$ cat src/rtl/as_seq_pkg.sv
// Shared definitions for the iterative shift unit: operation codes, FSM states
// and default datapath sizing.
package as_seq_pkg;

    localparam int DEF_WIDTH = 32;
    localparam int DEF_SHW   = 5;

    typedef enum logic [1:0] {
        OP_SLL = 2'b00,
        OP_SRL = 2'b01,
        OP_SRA = 2'b10,
        OP_ROR = 2'b11
    } op_e;

    typedef enum logic [1:0] {
        S_IDLE  = 2'b00,
        S_SHIFT = 2'b01,
        S_DONE  = 2'b10
    } state_e;

endpackage

$ cat src/rtl/as_step.sv
// Single-bit-position shifter: produces one step of SLL/SRL/SRA/ROR.
module as_step
    import as_seq_pkg::*;
#(
    parameter int WIDTH = DEF_WIDTH
) (
    input  logic [WIDTH-1:0] r,
    input  op_e              op,
    output logic [WIDTH-1:0] r_next
);

    always_comb begin
        r_next = r;
        case (op)
            OP_SLL: r_next = {r[WIDTH-2:0], 1'b0};
            OP_SRL: r_next = {1'b0, r[WIDTH-1:1]};
            OP_SRA: r_next = {r[WIDTH-1], r[WIDTH-1:1]};
            OP_ROR: r_next = {r[0], r[WIDTH-1:1]};
        endcase
    end

endmodule

$ cat src/rtl/as_seq.sv
// Iterative shift unit: captures an operand on start, then applies one
// single-bit step per clock until the requested amount has been shifted.
module as_seq
    import as_seq_pkg::*;
#(
    parameter int WIDTH = DEF_WIDTH,
    parameter int SHW   = DEF_SHW
) (
    input  logic             clock,
    input  logic             resetn,
    input  logic             start,
    input  logic [WIDTH-1:0] din,
    input  logic [SHW-1:0]   shamt,
    input  logic [1:0]       op,
    output logic             busy,
    output logic             done,
    output logic [WIDTH-1:0] result
);

    state_e           state_reg, state_next;
    logic [SHW-1:0]   count_reg, count_next;
    op_e              op_reg, op_next;
    logic [WIDTH-1:0] result_reg, result_next;
    logic             busy_reg, busy_next;
    logic             done_reg, done_next;
    logic [WIDTH-1:0] step_out;

    as_step #(.WIDTH(WIDTH)) u_step (
        .r      (result_reg),
        .op     (op_reg),
        .r_next (step_out)
    );

    always_ff @(posedge clock or negedge resetn) begin
        if (!resetn) begin
            state_reg  <= S_IDLE;
            count_reg  <= '0;
            op_reg     <= OP_SLL;
            result_reg <= '0;
            busy_reg   <= 1'b0;
            done_reg   <= 1'b0;
        end else begin
            state_reg  <= state_next;
            count_reg  <= count_next;
            op_reg     <= op_next;
            result_reg <= result_next;
            busy_reg   <= busy_next;
            done_reg   <= done_next;
        end
    end

    // busy/done are computed from the state being entered so both are registered
    always_comb begin
        state_next  = state_reg;
        count_next  = count_reg;
        op_next     = op_reg;
        result_next = result_reg;
        busy_next   = 1'b0;
        done_next   = 1'b0;
        case (state_reg)
            S_IDLE, S_DONE: begin
                if (start) begin
                    result_next = din;
                    count_next  = shamt;
                    op_next     = op_e'(op);
                    if (shamt != '0) begin
                        state_next = S_SHIFT;
                        busy_next  = 1'b1;
                    end else begin
                        state_next = S_DONE;
                        done_next  = 1'b1;
                    end
                end else begin
                    state_next = S_IDLE;
                end
            end
            S_SHIFT: begin
                result_next = step_out;
                count_next  = count_reg - SHW'(1);
                if (count_reg == SHW'(1)) begin
                    state_next = S_DONE;
                    done_next  = 1'b1;
                end else begin
                    busy_next = 1'b1;
                end
            end
            default: state_next = S_IDLE;
        endcase
    end

    assign busy   = busy_reg;
    assign done   = done_reg;
    assign result = result_reg;

endmodule

$ cat config.mk
export PLATFORM = sky130hd
export DESIGN_NAME = as_seq
export DESIGN_NICKNAME = d
export VERILOG_FILES = /design/src/rtl/as_seq_pkg.sv /design/src/rtl/as_step.sv /design/src/rtl/as_seq.sv
export SDC_FILE = /design/constraint.sdc
export NUM_CORES = 1
export LEC_CHECK = 0
export CAP_MARGIN = 25
export CORE_MARGIN = 2
export CORE_UTILIZATION = 47
export CTS_CLUSTER_SIZE = 30
export DETAILED_ROUTE_END_ITERATION = 10
export PLACE_DENSITY = 0.81
export SLEW_MARGIN = 30
export SYNTH_ARGS = -nofsm -noshare
export SYNTH_HDL_FRONTEND = slang
export SYNTH_SLANG_ARGS = --single-unit
export TNS_END_PERCENT = 100
$ cat constraint.sdc
create_clock -name clock -period 1.8 [get_ports clock]
set_input_delay 0.27 -clock clock [delete_from_list [all_inputs] [get_ports clock]]
set_output_delay 0.27 -clock clock [all_outputs]
set_load 0.01 [all_outputs]
==> results.toml, run 1 <==
[hold_path]
holdCritPathClass = "primary input to async pin"

[floorplanning]
fp.dieH_um = 77.5
ios = 76
die-area_um2 = 6010
start_util_pct = 49.1
rows = 26
dieWidth_um = 77.5
design.core.area_um2 = 5170

[synthesis]
yosysSeqAreaShare_pct = 42.3
syn_avg_cell_area_um2 = 10.7
synth_flop_cell = "dfrtp_1"
synthCells = 237
synth_edf_count = 0
synth_top_area_share_pct = 42.3
synth.distinct_cells = 28
synth_seq_cells = 43
yosys_warnings = 0
syn-num-nets = 281
synth.largest_area_cell = "dfrtp_1"
netlist_area_um2 = 2540
ys_async_sr_fraction_pct = 100
synthTopCellsByArea = "dfrtp_1 (42%), mux2i_1 (24%), o221ai_1 (10%)"

[power]
peakVddDrop_v = 0.000867
power.density_nw_per_um2 = 1600
p_leak_uw = 0.00146

[grt]
overflow = 0
antenna_found_initial = 0
grt_pass1_vias = 2189
grt_max_degree = 26
track_usage_pct = 21.2
grt_first_pass_wirelength_um = 10300

[critical_path]
end_kind = "output pin"
cpPeakStageDelay_ns = 0.58
crit_path_start = "result[30]"
required_ns = 1.53
endpoint = "result[30]"
rrSetupSlack_ns = 0.34
startpoint_type = "register"
ff2ff_path_depth = 5
arrival_ns = 1.30
slowest_stage = "clkdlybuf4s50_1"
r2r-end = "result[25]"
critical_path.cell_chain = "clkdlybuf4s50_1"
cp.depth = 1
crit_type = "register to output pin"
critPathTopFamily = "buffers and inverters"
crit_buf_inv = 1
r2r-start = "state_reg[0]"
cp_max_fo = 5

[timing]
final_hold_viol_count = 0
min_period_ns = 1.57
clock.fmax_mhz = 637
rsz0062_at_grt = "no"
slew_headroom_pct = 68.6
worstMarginPinSlew_ns = 0.471
drv_slew = 0
setup_viol = 0
hold_ws_ns = 0.452
finClkSkew_ns = 0.00816
finalCritPeriodShare_pct = 87.2
fin_tns_setup_ns = 0

[final_layout]
nets = 355
syn_to_final_growth_pct = 38.8
largest_register_ffs = 32
diodes = 0
fin_cells = 382
fin_util_pct = 68.2
drive_above_1_share_pct = 9.94
final_area_um2 = 3530

[placed_design]
dp_cells = 373
portBuffers = 75
hpwlAfterDp_um = 4340
placed_cell_area_um2 = 3400
place_congestion = 0.848

[cts]
clk_pin_slew_worst_paths_ns = 0.08
tritoncts = "built"
numCtsBuffers = 5
cts_setup_buffers = 0
clock-sinks = 43
cts_hold_buf = 1
htreeDepth = 2
clockBufferDepth = 2
root_buffer = "clkbuf_8"
cts_resized = 0
insertion_delay_ns = 0.29

[routing]
drcViolationCount = 0
wl_per_cell_um = 15.8
dr.pass1.iters = 4
viasPerCell = 5.60
wl_um = 6030
antenna_left = 0
vias = 2139
drt_iter0_drc = 109

[flow_run]
cap_violations = 0

[status]
status = "completed"
==> cell families after synthesis <==
logic type / count (synthesis) / share of synthesized area (%)
adders and majority gates: 2 / 0.985
DFF: 43 / 42.3
buffers and inverters: 25 / 4.73
AOI/OAI and AO/OA: 49 / 15.3
muxes: 63 / 25.0
xor gates and xnor gates: 3 / 1.03
and+or+nand+nor: 52 / 10.7
==> Yosys cell counts (all sizes together), types with 3 or more instances <==
cell type,number
inv,3
dfrtp,43
mux2i,60
a21oi,5
nand2,31
nor2,3
a211oi,6
buf,15
xnor2,3
mux2,3
o22ai,3
clkbuf,7
nand2b,4
nor2b,7
o221ai,30
==> per-layer routing <==
metal  part of all wire, %  track usage (%)  vias up
li1                      -                -     1040
met1                    44             27.1     1045
met2                    52             35.4       52
met3                   3.6             4.42        2
met4                  0.66             8.04        0
met5                     0                0        -
==> area by class of cell <==
| type | instances | area, um2 |
|---|---|---|
| well taps | 70 | 87.6 |
| fillers | 415 | 1640 |
| multi-input cells | 169 | 1350 |
| flip-flops and latches | 43 | 1080 |
| clock inverters | 2 | 35.0 |
| repair buffers | 89 | 886 |
| inverters | 3 | 11.3 |
| clock buffers | 6 | 82.6 |
==> worst register-to-register path, cell delays in order, from the launching register on <==
cell	delay (ns)
dfrtp_1	0.41
buf_4	0.19
and2_1	0.40
buf_12	0.21
nand2_1	0.08
o221ai_1	0.08
==> where the power goes <==
group / internal, uW / leakage (uW) / total [uW] / switching [uW]
clock network: 449 / 0.0000612 / 779 / 329
registers: 1430 / 0.000528 / 1990 / 566
logic: 1650 / 0.000871 / 2880 / 1230
==> how the worst min path moves through the flow <==
stage / startpoint / endpoint / slack, ns
3_3_place_gp: resetn / result[24] / 0.24
2_1_floorplan: resetn / busy / -0.03
3_5_place_dp: resetn / result[24] / 0.25
6_report: resetn / result[24] / 0.45
4_1_cts: resetn / result[11] / 0.47
5_1_grt: resetn / result[11] / 0.50
==> through the flow <==
stage / power [uW] / worst slack [ns]
finish: 5660 / 0.231
detailed placement: 4910 / 0.178
global placement: 4840 / 0.195
global route: 6070 / 0.166
CTS: 5720 / 0.215
floorplan: 3680 / 0.496
==> layout by cell type, fill, tap and decap left out, types with 5 or more instances in the layout <==
cell,netlist,layout
clkdlybuf4s50_1,0,73
mux2i_1,60,60
dfrtp_1,43,43
nand2_1,31,31
o221ai_1,30,30
buf_4,3,10
nor2b_1,7,7
a211oi_1,6,6
clkbuf_8,0,6
a21oi_1,5,5
(Power assumes the default switching activity.)
==> run 2: changes to the inputs <==
--- a/config.mk
+++ b/config.mk
@@ -6,6 +6,7 @@
 export NUM_CORES = 1
 export LEC_CHECK = 0
 export CAP_MARGIN = 25
+export CORE_ASPECT_RATIO = 1.75
 export CORE_MARGIN = 2
 export CORE_UTILIZATION = 47
 export CTS_CLUSTER_SIZE = 30
==> run 2 against run 1 <==
Sequential power barely moved. Core utilization fell by 2.5 points. Via count rose by 2.5%. Final area is 2.2% lower. Total power decreased by 2.0%. Highest routed layer unchanged.
==> results.toml, run 2 (synthesized netlist as in run 1, its figures left out) <==
[status]
status = "completed"

[timing]
drv_slew = 0
setup_viol = 0
rsz0062_at_grt = "no"
clock.fmax_mhz = 633
finalCritPeriodShare_pct = 87.7
min_period_ns = 1.58
slew_headroom_pct = 63.9
worstMarginPinSlew_ns = 0.541
final_hold_viol_count = 0
fin_tns_setup_ns = 0
finClkSkew_ns = 0.00159

[floorplanning]
rows = 35
ios = 76
fp.dieH_um = 101
design.core.area_um2 = 5260
start_util_pct = 48.4
die-area_um2 = 6030
dieWidth_um = 59.6

[final_layout]
syn_to_final_growth_pct = 35.8
final_area_um2 = 3450
largest_register_ffs = 32
layout_commonest_cell = "clkdlybuf4s50_1"
diodes = 0
layout_common_cells = "clkdlybuf4s50_1 (73), mux2i_1 (60), dfrtp_1 (43)"
drive_above_1_share_pct = 9.94
nets = 355

[power]
power_uw = 5540
peakVddDrop_v = 0.00102
p_leak_uw = 0.00144
power.density_nw_per_um2 = 1610

[critical_path]
crit_type = "register to output pin"
critical_path.cell_chain = "clkdlybuf4s50_1"
startpoint_type = "register"
crit_buf_inv = 1
slowest_stage = "clkdlybuf4s50_1"
required_ns = 1.53
cp_max_fo = 5
end_kind = "output pin"
cpPeakStageDelay_ns = 0.57
critPathTopFamily = "buffers and inverters"
arrival_ns = 1.31

[placed_design]
hpwlAfterDp_um = 4460
portBuffers = 75
placed_cell_area_um2 = 3350
place_congestion = 0.780

[cts]
numCtsBuffers = 5
cts_hold_buf = 0
clockBufferDepth = 2
tritoncts = "built"
clk_pin_slew_worst_paths_ns = 0.07
htreeDepth = 2
clock-sinks = 43
cts_resized = 0
insertion_delay_ns = 0.29
cts_setup_buffers = 0
root_buffer = "clkbuf_8"

[routing]
viasPerCell = 5.98
dr.pass1.iters = 4
wl_per_cell_um = 16.7
drt_iter0_drc = 98
routed.top_layer = "met4"
vias = 2193
m1WireLength_um = 2460
met2_length_um = 3390
drcViolationCount = 0
wl_um = 6150
antenna_left = 0
met3WireLength_um = 214

[grt]
grt_pass1_vias = 2072
antenna_found_initial = 0
track_usage_pct = 21.2
overflow = 0
grt_max_degree = 44
grt_first_pass_wirelength_um = 9900

[hold_path]
holdCritPathClass = "primary input to async pin"

[flow_run]
cap_violations = 0
## run 2: worst register-to-register path: stages, from the launching register on
cell,delay (ns)
dfrtp_1,0.43
nand2b_1,0.41
buf_4,0.28
o22ai_1,0.11
a31oi_1,0.15
## run 2: final timing paths
check,start,endpoint,slack [ns],depth (start not counted)
setup reg to reg,state_reg[1],count_reg[0],0.35,4
hold / removal,resetn,result[18],0.04,2
max in group asynchronous,resetn,result[5],1.38,2
setup / recovery,result[30],result[30],0.22,1
hold reg to reg,result[10],result[10],0.57,2
min in group clock,start,result[29],0.53,3
## run 2: cell type report
type / instances / area (um2)
Timing Repair Buffer: 89 / 846
Tap cell: 55 / 68.8
Multi-Input combinational cell: 169 / 1350
Clock buffer: 8 / 100
Fill cell: 415 / 1800
Inverter: 3 / 11.3
Sequential cell: 43 / 1080
## run 2: power breakdown
part	total (uW)	switching (uW)	internal, uW	leakage (uW)
combinational	2870	1230	1640	0.000861
clock	656	306	350	0.0000515
sequential	2020	594	1430	0.000528
## run 2: through the flow
step	util [%]	setup WS [ns]	std cells	hold slack, ns
final	65.7	0.221	367	0.0439
after global routing	65.7	0.179	367	0.0935
after CTS	65.7	0.218	367	0.0656
after detailed placement	63.8	0.144	359	0.384
after global placement	63.8	0.165	359	0.380
after floorplan	-	0.496	237	-0.0256
## run 2: routing by layer
layer	track usage, %	vias up
li1	-	1039
met1	25.9	1089
met2	37.3	57
met3	2.55	8
met4	8.21	0
met5	0	-
==> run 3: changes to the inputs <==
--- a/config.mk
+++ b/config.mk
@@ -6,7 +6,7 @@
 export NUM_CORES = 1
 export LEC_CHECK = 0
 export CAP_MARGIN = 25
-export CORE_ASPECT_RATIO = 1.75
+export CORE_ASPECT_RATIO = 0.5
 export CORE_MARGIN = 2
 export CORE_UTILIZATION = 47
 export CTS_CLUSTER_SIZE = 30
==> run 3 against run 2 <==
Total power is essentially flat. Critical path depth is the same. Wire length grew 3.7%. Clock power shrank 7.2%. Via count shrank 0.23%. Combinational power grew 2%. Clock skew grew 0.0036 ns. Highest routed layer unchanged.
==> results.toml, run 3 (synthesized netlist as in run 1, its figures left out) <==
[timing]
slew_headroom_pct = 59.8
worstMarginPinSlew_ns = 0.602
drv_slew = 0
setup_viol = 0
final_hold_viol_count = 0
finalCritPeriodShare_pct = 87.8
finClkSkew_ns = 0.00522
fin_tns_setup_ns = 0
rsz0062_at_grt = "no"
clock.fmax_mhz = 633
min_period_ns = 1.58

[routing]
drt_iter0_drc = 134
dr.pass1.iters = 5
drcViolationCount = 0
antenna_left = 0
wl_per_cell_um = 16.8
viasPerCell = 5.76
vias = 2188
wl_um = 6380

[cts]
insertion_delay_ns = 0.30
numCtsBuffers = 5
root_buffer = "clkbuf_8"
tritoncts = "built"
htreeDepth = 2
clk_pin_slew_worst_paths_ns = 0.08
clockBufferDepth = 2
clock-sinks = 43

[critical_path]
slowest_stage = "clkdlybuf4s50_1"
ff2ff_path_depth = 5
rrSetupSlack_ns = 0.41
crit_type = "register to output pin"
r2r-end = "result[31]"
crit_buf_inv = 1
endpoint = "result[22]"
crit_path_start = "result[22]"
arrival_ns = 1.31
cp_max_fo = 5
r2r-start = "state_reg[1]"
end_kind = "output pin"
critPathTopFamily = "buffers and inverters"
cp.depth = 1
cpPeakStageDelay_ns = 0.58
startpoint_type = "register"
required_ns = 1.53
critical_path.cell_chain = "clkdlybuf4s50_1"

[grt]
grt_pass1_vias = 2127
antenna_found_initial = 0
grt_first_pass_wirelength_um = 10600
grt_max_degree = 41
track_usage_pct = 22.0
overflow = 0

[placed_design]
portBuffers = 75
hpwlAfterDp_um = 4430
place_congestion = 0.759

[floorplanning]
fp.dieH_um = 56.0
ios = 76
start_util_pct = 50.1
rows = 18
dieWidth_um = 108
die-area_um2 = 6050
design.core.area_um2 = 5070

[final_layout]
fillCellCount = 409
largest_register_ffs = 32
drive_above_1_share_pct = 9.35
layout_common_cells = "clkdlybuf4s50_1 (73), mux2i_1 (60), dfrtp_1 (43)"
diodes = 0
syn_to_final_growth_pct = 36.0
nets = 353
fin_util_pct = 68.2
layout_commonest_cell = "clkdlybuf4s50_1"

[hold_path]
holdCritPathClass = "primary input to async pin"

[flow_run]
cap_violations = 0

[power]
p_leak_uw = 0.00142
power.density_nw_per_um2 = 1600
peakVddDrop_v = 0.000731

[status]
status = "completed"
==> run 3: what timing repair did <==
action,4_1_cts,5_1_grt
resized for setup,0,0
hold endpoints to repair,18,0
setup buffers,0,0
hold buffers,1,0
==> run 3: how the worst min path moves through the flow <==
stage	startpoint	end	slack (ns)	cells after the start
5_1_grt	resetn	result[16]	0.46	2
3_5_place_dp	resetn	result[16]	0.23	1
6_report	resetn	result[16]	0.44	2
2_1_floorplan	resetn	busy	-0.03	0
3_3_place_gp	resetn	result[16]	0.23	1
4_1_cts	resetn	result[16]	0.45	2
==> run 3: cell type report <==
cell class / instances / area, um2 / share of cell area (%)
Clock buffer: 6 / 72.6 / 2.10
Timing Repair Buffer: 87 / 846 / 24.5
Sequential cell: 43 / 1080 / 31.1
Tap cell: 70 / 87.6 / 2.53
Multi-Input combinational cell: 169 / 1350 / 39.1
Clock inverter: 2 / 12.5 / 0.362
Inverter: 3 / 11.3 / 0.326
==> run 3: metal layers <==
layer	routed length [um]	up-vias	GRT usage, %
met5	0	-	0
met4	96	0	5.68
met3	226	10	5.04
met2	3020	62	33.7
met1	3030	1082	31.5
li1	-	1034	-
==> run 3: stage by stage <==
stage / instance area (um2) / worst slack [ns] / hold WS, ns / total power [uW] / std cells
6_report: 3460 / 0.219 / 0.437 / 5540 / 380
5_1_grt: 3460 / 0.153 / 0.458 / 5910 / 380
4_1_cts: 3460 / 0.202 / 0.447 / 5550 / 380
3_5_place_dp: 3360 / 0.151 / 0.229 / 4930 / 371
3_3_place_gp: 3360 / 0.197 / 0.234 / 4810 / 371
2_1_floorplan: 2540 / 0.496 / -0.0256 / 3680 / 237
==> run 3: worst reg2reg max path: cells and delay by family, from the launching register on <==
kind / cells / cell delay, ns
simple gates: 1 / 0.18
compound gates: 2 / 0.33
buf+inv: 2 / 0.37
flops: 1 / 0.39
==> run 3: report_power, final <==
group	internal, uW	leakage, uW	switching (uW)	total [uW]
Clock	271	0.0000412	338	609
Combinational	1650	0.000855	1280	2930
Sequential	1430	0.000528	576	2000
